<file path="config.mk">
export PLATFORM = sky130hd
export DESIGN_NAME = mac_result_requant
export DESIGN_NICKNAME = d
export VERILOG_FILES = /design/src/rtl/mac_result_requant.sv
export SDC_FILE = /design/constraint.sdc
export NUM_CORES = 1
export LEC_CHECK = 0
export CAP_MARGIN = 40
export CORE_MARGIN = 10
export CORE_UTILIZATION = 56
export DETAILED_ROUTE_END_ITERATION = 6
export GPL_ROUTABILITY_DRIVEN = 0
export GPL_TIMING_DRIVEN = 0
export PLACE_DENSITY = 0.81
export SLEW_MARGIN = 20
export SYNTH_ARGS = -nofsm -noshare
export SYNTH_HDL_FRONTEND = slang
export SYNTH_SLANG_ARGS = --single-unit
</file>
<file path="constraint.sdc">
create_clock -name clk -period 3.8 [get_ports clk]
set_clock_uncertainty 0.1 [all_clocks]
set_input_delay 0.76 -clock clk [delete_from_list [all_inputs] [get_ports clk]]
set_output_delay 0.76 -clock clk [all_outputs]
set_load 0.01 [all_outputs]
</file>
<file path="src/rtl/mac_result_requant.sv">
// Requantisation stage behind the NPU MAC: bias add, optional ReLU, rounding shift, int8 saturation, FWFT output FIFO.
// Optional saturation event counter is built when REQUANT_SAT_COUNT_EN is defined; otherwise sat_count is tied to 0.
module mac_result_requant #(
  parameter int ACC_W = 17,
  parameter int SHIFT = 4,
  parameter int DEPTH = 4
) (
  input  logic                       clk,
  input  logic                       rst,
  input  logic [ACC_W-1:0]           acc_in,
  input  logic                       acc_done,
  input  logic [7:0]                 bias,
  input  logic                       relu_en,
  input  logic                       err_clr,
  output logic [7:0]                 out_data,
  output logic                       out_valid,
  input  logic                       out_ready,
  output logic [$clog2(DEPTH):0]     fifo_count,
  output logic                       sat_flag,
  output logic                       drop_err,
  output logic [7:0]                 sat_count
);

  localparam int PW = $clog2(DEPTH);
  localparam int CW = PW + 1;
  localparam int RND_SH = (SHIFT > 0) ? SHIFT - 1 : 0;
  localparam logic signed [ACC_W+1:0] ROUND = (SHIFT > 0) ? ((ACC_W+2)'(1) << RND_SH) : '0;
  localparam logic signed [ACC_W+1:0] QMAX  = (ACC_W+2)'(127);
  localparam logic signed [ACC_W+1:0] QMIN  = -(ACC_W+2)'(128);

  // Stage 1: bias add at full width, so no overflow is possible here
  logic                      s1_v;
  logic signed [ACC_W:0]     s1_sum;
  logic                      s1_relu;

  always_ff @(posedge clk or negedge rst) begin
    if (!rst) begin
      s1_v    <= 1'b0;
      s1_sum  <= '0;
      s1_relu <= 1'b0;
    end else begin
      s1_v <= acc_done;
      if (acc_done) begin
        s1_sum  <= $signed({acc_in[ACC_W-1], acc_in}) + $signed({{(ACC_W-7){bias[7]}}, bias});
        s1_relu <= relu_en;
      end
    end
  end

  // Stage 2: ReLU, round-half-up arithmetic shift, clamp to int8
  logic signed [ACC_W+1:0] r_ext;
  logic signed [ACC_W+1:0] q;
  logic [7:0]              q_sat;
  logic                    q_clamp;

  always_comb begin
    r_ext   = (s1_relu && s1_sum[ACC_W]) ? '0 : {s1_sum[ACC_W], s1_sum};
    q       = (r_ext + ROUND) >>> SHIFT;
    q_sat   = q[7:0];
    q_clamp = 1'b0;
    if (q > QMAX) begin
      q_sat   = 8'h7f;
      q_clamp = 1'b1;
    end else if (q < QMIN) begin
      q_sat   = 8'h80;
      q_clamp = 1'b1;
    end
  end

  logic       s2_v;
  logic [7:0] s2_data;
  logic       s2_sat;

  always_ff @(posedge clk or negedge rst) begin
    if (!rst) begin
      s2_v    <= 1'b0;
      s2_data <= '0;
      s2_sat  <= 1'b0;
    end else begin
      s2_v <= s1_v;
      if (s1_v) begin
        s2_data <= q_sat;
        s2_sat  <= q_clamp;
      end
    end
  end

  // FIFO control: the MAC cannot be stalled, so a push into a full FIFO without a pop is dropped
  logic [7:0]    mem [DEPTH];
  logic [PW-1:0] wr_ptr;
  logic [PW-1:0] rd_ptr;
  logic [CW-1:0] count;

  logic          full;
  logic          pop;
  logic          do_push;
  logic          drop_ev;
  logic          sat_ev;
  logic [PW-1:0] rd_next;
  logic [CW-1:0] remain;
  logic [CW-1:0] count_next;
  logic [7:0]    head_next;

  assign out_valid  = (count != '0);
  assign fifo_count = count;

  always_comb begin
    full       = (count == CW'(DEPTH));
    pop        = out_valid && out_ready;
    do_push    = s2_v && (!full || pop);
    drop_ev    = s2_v && full && !pop;
    sat_ev     = s2_v && s2_sat;
    rd_next    = pop ? rd_ptr + 1'b1 : rd_ptr;
    remain     = count - CW'(pop);
    count_next = remain + CW'(do_push);
    head_next  = (remain == '0) ? s2_data : mem[rd_next];
  end

  always_ff @(posedge clk) begin
    if (do_push) begin
      mem[wr_ptr] <= s2_data;
    end
  end

  // out_data is registered so it keeps the last head value once the FIFO drains
  always_ff @(posedge clk or negedge rst) begin
    if (!rst) begin
      wr_ptr   <= '0;
      rd_ptr   <= '0;
      count    <= '0;
      out_data <= '0;
    end else begin
      if (do_push) begin
        wr_ptr <= wr_ptr + 1'b1;
      end
      rd_ptr <= rd_next;
      count  <= count_next;
      if (count_next != '0) begin
        out_data <= head_next;
      end
    end
  end

  // Sticky flags: a new event on the same edge as err_clr keeps the flag set
  always_ff @(posedge clk or negedge rst) begin
    if (!rst) begin
      sat_flag <= 1'b0;
      drop_err <= 1'b0;
    end else begin
      sat_flag <= sat_ev  || (sat_flag && !err_clr);
      drop_err <= drop_ev || (drop_err && !err_clr);
    end
  end

`ifdef REQUANT_SAT_COUNT_EN
  logic [7:0] sat_cnt;

  always_ff @(posedge clk or negedge rst) begin
    if (!rst) begin
      sat_cnt <= '0;
    end else if (err_clr) begin
      sat_cnt <= {7'd0, sat_ev};
    end else if (sat_ev && (sat_cnt != 8'hff)) begin
      sat_cnt <= sat_cnt + 8'd1;
    end
  end

  assign sat_count = sat_cnt;
`else
  assign sat_count = '0;
`endif

endmodule

</file>
==> run_results.csv, run 1 <==
group,metric,value,unit
die,design.die.area,11200,sq um
global_routing,grt_usage,0.145,
global_routing,grt_pass1_vias,2954,
die,die_w,106,um
final_layout,multi_input_area,1940,sq um
worst_setup_path,critPathMaxFanout,9,
detailed_routing,drt_iter0_drc,76,
detailed_routing,detail_route.first_pass.iterations,4,
yosys,syn_inst,357,
yosys,synth_area_leader_cell,"dfrtp_1",
cts,path_clk_slew,80,ps
timing,finalCriticalPeriod,3540,ps
worst_setup_path,worstRegToRegCells,11,
worst_setup_path,r2r_setup_slack,370,ps
yosys,synth.top_cell.area_share,0.267,
placement,placed_area,4740,sq um
die,ios,53,
final_layout,finalNetCount,476,
detailed_routing,wl,7.75,mm
yosys,synth-async-reset-ratio,0.579,
yosys,synth_cell_types,59,
timing,finalHoldViolations,0,
timing,tns,0,ps
final_layout,layout-drive-gt1-share,0.120,
die,die_y,106,um
die,initial_utilization,0.572,
yosys,synth_edf_count,32,
cts,cts-root-buf,"clkbuf_8",
worst_setup_path,regToRegStartpoint,"fifo_count[0]",
detailed_routing,ant_nets,0,
cts,postCtsHoldBufs,0,
global_routing,overflow,0,
outcome,status,"finished clean",
cts,cts_made_buffers,9,
yosys,yosysWarnings,0,
timing,maxClockFrequency,282,MHz
die,rows,31,
cts,clockBufferDepth,2,
worst_setup_path,worstSetupPathType,"input pin to register",
timing,worst_pin_slew,548,ps
min_path,hold_class,"input pin to asynchronous set/reset pin",
timing,slew_viol_final,0,
yosys,avgSynthCellArea,11.6,sq um
final_layout,design_area,4930,sq um
placement,port_buffers,44,
die,core,7210,sq um
cts,clk_latency,350,ps
detailed_routing,avgViaCountPerCell,5.36,
timing,min_period_over_period,0.932,
worst_setup_path,r2r_end,"out_data[2]",
timing,rsz0062_at_grt,"false",
final_layout,diodes,0,
power,power_leakage,2.02,nW
yosys,synth.top_cells.by_area,"dfrtp_1 (27%), edfxtp_1 (23%), ha_1 (7.6%), mux2i_1 (5.1%), mux2_2 (3.0%)",
detailed_routing,vias,2807,
final_layout,nFillCells,575,
yosys,synth-main-ff-cell,"dfrtp_1",
yosys,synth_common_cells,"dfrtp_1 (44), edfxtp_1 (32), ha_1 (25), nand2_1 (25), nor2_1 (24)",
cts,cts_tree,"built",
power,powerDensity,644,nW/um^2
timing,maxSlewHeadroom,0.634,
global_routing,grt_max_degree,35,
final_layout,seqCellArea,2060,sq um
timing,setup_viol,0,
detailed_routing,wl_per_cell,14.8,um
global_routing,grt_pass1_wl,13.4,mm
run,drv_cap,0,
global_routing,antenna_found_initial,0,
placement,hpwl,6.06,mm
detailed_routing,drc,0,
cts,htreeDepth,3,
yosys,yosys_register_bits,76,
worst_setup_path,critPathRequiredTime,3940,ps
final_layout,syn2layout_area_growth,19.3,%
power,vdd_ir_drop_max,0.000189,V
yosys,yosysSeqAreaShare,0.499,
worst_setup_path,end_kind,"register",
worst_setup_path,arrival,3680,ps
cts,clock_sinks,76,
yosys,yosysMostFrequentCell,"dfrtp_1",
yosys,synth_area,4130,sq um
worst_setup_path,critPathLaunchType,"input pin",
sequential cells by signal (all words and copies together) (netlist names):
name / cells
mem: 32
s1_sum: 15
out_data: 8
s2_data: 8
fifo_count: 3
rd_ptr: 2
wr_ptr: 2
drop_err: 1
s1_relu: 1
s1_v: 1
s2_sat: 1
s2_v: 1
sat_flag: 1
power breakdown:
part	internal, mW	leakage (nW)	switching (mW)
clock network	0.301	0.0867	0.283
logic	0.622	1.14	0.675
registers	1.12	0.791	0.173
through the flow:
stage | util | power [mW] | setup slack (ps) | instances | hold WS, ps
2_1_floorplan | - | 2.18 | 642 | 364 | 252
4_1_cts | 0.681 | 3.19 | 94.8 | 524 | 174
3_5_place_dp | 0.656 | 2.61 | -260 | 508 | 306
3_3_place_gp | 0.654 | 2.54 | -198 | 507 | 306
6_report | 0.683 | 3.17 | 258 | 524 | 171
5_1_grt | 0.683 | 3.39 | 20.0 | 524 | 183
worst max-delay path by stage:
stage | depth (start not counted) | end | start | slack, ps
detailed placement | 11 | out_data[4] | out_ready | -260
floorplan | 11 | out_data[0] | fifo_count[0] | 640
finish | 11 | out_data[2] | out_ready | 260
CTS | 11 | out_data[2] | out_ready | 90
global route | 11 | out_data[2] | out_ready | 20
global placement | 11 | out_data[2] | out_ready | -200
cell families (layout without fill, tap and decap cells):
| group | Yosys count | in the layout | synth area share |
|---|---|---|---|
| compound gates | 71 | 71 | 0.123 |
| xor+xnor | 25 | 25 | 0.0576 |
| fa+ha+maj | 25 | 25 | 0.0757 |
| buf+inv | 33 | 94 | 0.0409 |
| flops | 76 | 76 | 0.499 |
| mux | 32 | 32 | 0.0809 |
| other cells | 1 | 8 | 0.000908 |
| simple gates | 94 | 94 | 0.122 |
layout by cell type, fill, tap and decap left out, drive strengths merged, types with 3 or more instances in the layout:
cell / Yosys / final
a21o: 3 / 3
a21oi: 23 / 23
a221oi: 8 / 8
and2: 8 / 8
buf: 11 / 13
clkbuf: 8 / 21
clkdlybuf4s50: 0 / 43
conb: 1 / 8
dfrtp: 44 / 44
edfxtp: 32 / 32
ha: 25 / 25
inv: 14 / 14
mux2: 11 / 11
mux2i: 21 / 21
nand2: 26 / 26
nand2b: 6 / 6
nand3: 7 / 7
nand4: 5 / 5
nor2: 24 / 24
nor4: 3 / 3
o21ai: 19 / 19
or3: 3 / 3
xnor2: 14 / 14
xor2: 11 / 11
final cells by class:
cell class | instances | area share
multi-input combinational | 255 | 0.394
buffer | 19 | 0.0236
clock inverter | 3 | 0.00762
timing repair buffer | 45 | 0.0924
tap | 99 | 0.0251
sequential | 76 | 0.418
inverter | 14 | 0.0107
clock buffer | 13 | 0.0282
per-layer routing:
metal	up-vias	part of all wire	track usage	routed length, um
li1	1414	-	-	-
met1	1323	0.42	0.159	3280
met2	54	0.52	0.260	4040
met3	16	0.035	0.0317	271
met4	0	0.021	0.0687	163
met5	-	0	0	0
critical path, stage by stage:
cell and delay (ps):
clkdlybuf4s50_1 460, nor4b_4 320, nor2b_1 70, clkbuf_1 180, ha_1 240, ha_1 290
or3_1 370, clkbuf_1 210, and3_1 230, buf_1 190, a221oi_1 350
timing repair:
item	CTS	global route
gates resized for setup	0	2
buffers inserted	0	0
endpoints found under the setup margin	0	8
Note: power is estimated with default switching activity, not from simulation.
==> inputs of run 2 (changes only) <==
- CTS_CLUSTER_DIAMETER: not set -> 100
- SETUP_SLACK_MARGIN: not set -> 0.4
==> run_results.csv, run 2 (same netlist as run 1, synthesis figures left out) <==
group,metric,value,unit
timing,finalHoldViolations,0,
detailed_routing,avgViaCountPerCell,5.38,
die,die_w,106,um
cts,clock_sinks,76,
power,pwr-share-clk,0.179,
final_layout,layout-drive-gt1-share,0.139,
cts,clk_latency,350,ps
final_layout,reg.largest.list,"mem x32, s1_sum x15",
detailed_routing,wl,7.77,mm
final_layout,syn2layout_area_growth,20.1,%
detailed_routing,drc,0,
global_routing,grt_pass1_wl,13.5,mm
final_layout,final_core_util,0.688,
worst_setup_path,end_kind,"register",
global_routing,grt_max_degree,35,
worst_setup_path,arrival,3390,ps
power,power.switching,1.16,mW
power,p_seq_frac,0.398,
timing,slew_viol_final,0,
global_routing,antenna_found_initial,0,
timing,maxSlewHeadroom,0.660,
detailed_routing,ant_nets,0,
power,power.internal,2.08,mW
final_layout,top_register,"mem",
die,rows,31,
final_layout,diodes,0,
die,ios,53,
power,power_leakage,2.05,nW
global_routing,overflow,0,
final_layout,layout_commonest_cell,"dfrtp_1",
final_layout,mostFrequentLayoutCells,"dfrtp_1 (44), clkdlybuf4s50_1 (42), edfxtp_1 (32), nand2_1 (25), ha_1 (25)",
power,power,3.24,mW
worst_setup_path,critPathMaxFanout,9,
detailed_routing,vias,2819,
min_path,hold_class,"input pin to asynchronous set/reset pin",
timing,min_period_over_period,0.852,
detailed_routing,wl_per_cell,14.8,um
final_layout,largest_reg_flops,32,
cts,post_cts_buffers,0,
power,vdd_ir_drop_max,0.000251,V
final_layout,nFillCells,569,
detailed_routing,drt_iter0_drc,84,
cts,cts-root-buf,"clkbuf_8",
global_routing,grt_pass1_vias,2962,
cts,htreeDepth,3,
detailed_routing,detail_route.first_pass.iterations,4,
die,core,7210,sq um
cts,cts_made_buffers,9,
die,initial_utilization,0.572,
power,combPwrFrac,0.423,
global_routing,grt_usage,0.146,
timing,rsz0062_at_grt,"false",
die,design.die.area,11200,sq um
final_layout,finalNetCount,476,
timing,finalCriticalPeriod,3240,ps
cts,clockBufferDepth,2,
power,powerDensity,653,nW/um^2
power,p_sw_frac,0.357,
cts,cts_tree,"built",
worst_setup_path,critPathRequiredTime,3950,ps
outcome,status,"finished clean",
timing,setup_viol,0,
die,die_y,106,um
worst_setup_path,worstSetupPathType,"register to register",
worst_setup_path,critPathLaunchType,"register",
timing,maxClockFrequency,309,MHz
timing,worst_pin_slew,510,ps
run,drv_cap,0,
placement,port_buffers,44,
cts,path_clk_slew,80,ps
placement,hpwl,6.06,mm
-- run 2: cell types whose count changed in the layout (fill, tap and decap cells not counted), moves of 2 or more --
cell,before,now
clkbuf_4,0,2
a221oi_1,7,4
a221oi_2,1,4
clkbuf_1,12,9
-- run 2: metrics by stage --
| step | std cells | TNS [ps] | hold slack (ps) | setup slack, ps | cell area [sq um] |
|---|---|---|---|---|---|
| 2_1_floorplan | 364 | 0 | 252 | 642 | 4160 |
| 3_3_place_gp | 507 | -1490 | 306 | -198 | 4720 |
| 3_5_place_dp | 508 | -1830 | 306 | -260 | 4740 |
| 4_1_cts | 524 | 0 | 174 | 430 | 4950 |
| 5_1_grt | 524 | 0 | 183 | 401 | 4960 |
| 6_report | 524 | 0 | 175 | 563 | 4960 |
-- run 2: worst max-delay path, stage by stage, from the launching register on --
cell      delay [ps]
dfrtp_1          430
or3_1            420
and2_4           190
ha_1             190
ha_1             290
inv_1             50
ha_1             300
or3_1            360
clkbuf_4         180
and3_1           180
clkbuf_4         180
a221oi_1         270
-- run 2: power groups by stage --
| stage | Clock (mW) | Sequential, mW | Combinational [mW] |
|---|---|---|---|
| floorplan | 0 | 1.28 | 0.898 |
| global placement | 0 | 1.28 | 1.26 |
| detailed placement | 0 | 1.30 | 1.31 |
| CTS | 0.589 | 1.29 | 1.36 |
| global route | 0.626 | 1.32 | 1.51 |
| finish | 0.581 | 1.29 | 1.37 |
-- run 2: final cells by class --
class                           count  area [sq um]  area share
Multi-Input combinational cell    255          1960       0.395
Tap cell                           99           124      0.0250
Buffer                             19           126      0.0255
Inverter                           14          52.6      0.0106
Clock buffer                       13           139      0.0280
Clock inverter                      3          37.5     0.00757
Sequential cell                    76          2060       0.416
Timing Repair Buffer               45           458      0.0923
-- run 2: per-layer routing --
| layer | share of wire | vias up | track usage |
|---|---|---|---|
| met2 | 0.53 | 58 | 0.264 |
| met4 | 0.020 | 0 | 0.0667 |
| li1 | - | 1414 | - |
| met1 | 0.42 | 1332 | 0.159 |
| met5 | 0 | - | 0 |
| met3 | 0.034 | 15 | 0.0311 |
-- run 2: worst paths after layout --
path	from	to	slack (ps)	depth (start not counted)
min in group clk	s1_v	s2_v	320	0
max	fifo_count[0]	out_data[0]	560	11
max in group asynchronous	rst	s1_sum[6]	2960	2
min reg2reg	s1_v	s2_v	320	0
max reg2reg	fifo_count[0]	out_data[0]	560	11
min	rst	out_data[0]	180	1
-- run 2: timing repair --
item | 4_1_cts | 5_1_grt
endpoints found under the setup margin | 8 | 8
pin swaps | 0 | 2
gates resized for setup | 8 | 8
hold buffers | 0 | 0
==> inputs of run 3 (changes only) <==
- CORE_MARGIN: 10 -> 3
- CORE_UTILIZATION: 56 -> 35
- PLACE_DENSITY: 0.81 -> not set
==> run_results.csv, run 3 (same netlist as run 1, synthesis figures left out) <==
group,metric,value,unit
cts,clockBufferDepth,2,
die,core,11500,sq um
die,die_y,115,um
worst_setup_path,path_cells,"or3_1 -> and2_4 -> ha_1 -> ha_1 -> inv_1 -> ha_1 -> or3_1 -> buf_2 -> and3_1 -> clkbuf_4 -> a221oi_2",
cts,clk_latency,330,ps
outcome,status,"finished clean",
power,power_leakage,2.13,nW
timing,worst_pin_slew,547,ps
detailed_routing,ant_nets,0,
final_layout,finalNetCount,477,
global_routing,grt_pass1_vias,2740,
power,combPwrFrac,0.387,
final_layout,largest_reg_flops,32,
cts,clock_sinks,76,
timing,finalCriticalPeriod,3200,ps
worst_setup_path,regToRegStartpoint,"fifo_count[0]",
die,ios,53,
final_layout,fin_cells,569,
cts,htreeDepth,3,
global_routing,antenna_found_initial,0,
die,initial_utilization,0.360,
power,p_sw_frac,0.337,
cts,postCtsHoldBufs,0,
placement,port_buffers,44,
die,die_w,115,um
worst_setup_path,arrival,3330,ps
worst_setup_path,critPathMaxFanout,9,
global_routing,grt_pass1_wl,13.2,mm
worst_setup_path,critPathLaunchType,"register",
placement,placed_cells,552,
cts,cts_made_buffers,9,
global_routing,grt_max_degree,34,
detailed_routing,drt_iter0_drc,125,
worst_setup_path,r2r_setup_slack,600,ps
power,pwr-share-clk,0.265,
final_layout,reg.largest.list,"mem x32, s1_sum x15",
power,vdd_ir_drop_max,0.000742,V
die,rows,39,
timing,min_period_over_period,0.842,
final_layout,mostFrequentLayoutCells,"dfrtp_1 (44), clkdlybuf4s50_1 (42), edfxtp_1 (32), nand2_1 (25), ha_1 (25)",
power,powerDensity,709,nW/um^2
worst_setup_path,cpPeakStageDelay,430,ps
global_routing,overflow,0,
worst_setup_path,critPathRequiredTime,3930,ps
cts,path_clk_slew,60,ps
final_layout,diodes,0,
final_layout,final_core_util,0.455,
timing,maxClockFrequency,312,MHz
run,drv_cap,0,
worst_setup_path,crit_path_top_delay_cell,"dfrtp_1",
detailed_routing,wl_per_cell,13.4,um
detailed_routing,detail_route.first_pass.iterations,4,
final_layout,top_register,"mem",
power,power,3.70,mW
cts,cts-root-buf,"clkbuf_16",
min_path,hold_class,"input pin to asynchronous set/reset pin",
power,power.internal,2.45,mW
timing,slew_viol_final,0,
die,design.die.area,13100,sq um
final_layout,layout_commonest_cell,"dfrtp_1",
placement,hpwl,5.76,mm
timing,maxSlewHeadroom,0.635,
worst_setup_path,end_kind,"register",
worst_setup_path,worstRegToRegCells,11,
timing,setup_viol,0,
detailed_routing,drc,0,
worst_setup_path,r2r_end,"out_data[5]",
worst_setup_path,cpMostUsedCell,"ha_1",
timing,rsz0062_at_grt,"false",
final_layout,syn2layout_area_growth,26.3,%
worst_setup_path,worstSetupPathType,"register to register",
power,power.switching,1.25,mW
power,p_seq_frac,0.348,
timing,finalHoldViolations,0,
detailed_routing,wl,7.61,mm
global_routing,grt_usage,0.125,
detailed_routing,vias,2748,
final_layout,layout-drive-gt1-share,0.162,
cts,cts_tree,"built",
detailed_routing,avgViaCountPerCell,4.83,
[run 3: worst max path at each step]
stage                  start     endpoint  depth (start not counted)
2_1_floorplan  fifo_count[0]  out_data[0]                         11
3_3_place_gp       out_ready  out_data[2]                         11
3_5_place_dp       out_ready  out_data[7]                         11
4_1_cts            out_ready  out_data[4]                         11
5_1_grt        fifo_count[0]  out_data[5]                         11
6_report       fifo_count[0]  out_data[5]                         11
[run 3: worst max-delay path, delay by kind of cell, from the launching register on]
| kind | cells | cell delay [ps] |
|---|---|---|
| buf+inv | 3 | 410 |
| fa+ha+maj | 3 | 760 |
| flops | 1 | 430 |
| simple gates | 4 | 1140 |
| compound gates | 1 | 260 |
[run 3: area by class of cell]
cell class | count | area (sq um)
clock buffer | 9 | 225
tap | 143 | 179
clock inverter | 7 | 124
timing repair buffer | 46 | 465
multi-input combinational | 255 | 1990
sequential | 76 | 2060
inverter | 14 | 52.6
fill | 1054 | 6250
buffer | 19 | 123
[run 3: layer usage]
layer  GRT usage  vias up  wire (um)
met5           0        -          0
met4      0.0388        0         88
met3      0.0307       10        353
met2       0.213       56       3710
met1       0.156     1267       3460
li1            -     1415          -
[run 3: through the flow]
step	hold WS (ps)	worst slack, ps	TNS (ps)	cell area (sq um)
floorplan	252	642	0	4160
global placement	329	-301	-2280	4780
detailed placement	311	-350	-2600	4790
CTS	207	434	0	5170
global route	214	405	0	5220
finish	206	599	0	5220
[run 3: power groups by stage]
stage / Sequential (mW) / Clock (mW) / Combinational, mW
3_5_place_dp: 1.30 / 0 / 1.30
3_3_place_gp: 1.28 / 0 / 1.28
5_1_grt: 1.33 / 1.04 / 1.59
6_report: 1.29 / 0.982 / 1.43
4_1_cts: 1.29 / 1.01 / 1.34
2_1_floorplan: 1.28 / 0 / 0.898
[run 3: what timing repair did]
item | in CTS | in global routing
gates resized for setup | 6 | 11
pin swaps | 1 | 1
setup endpoints to repair | 8 | 8
setup buffers | 1 | 0
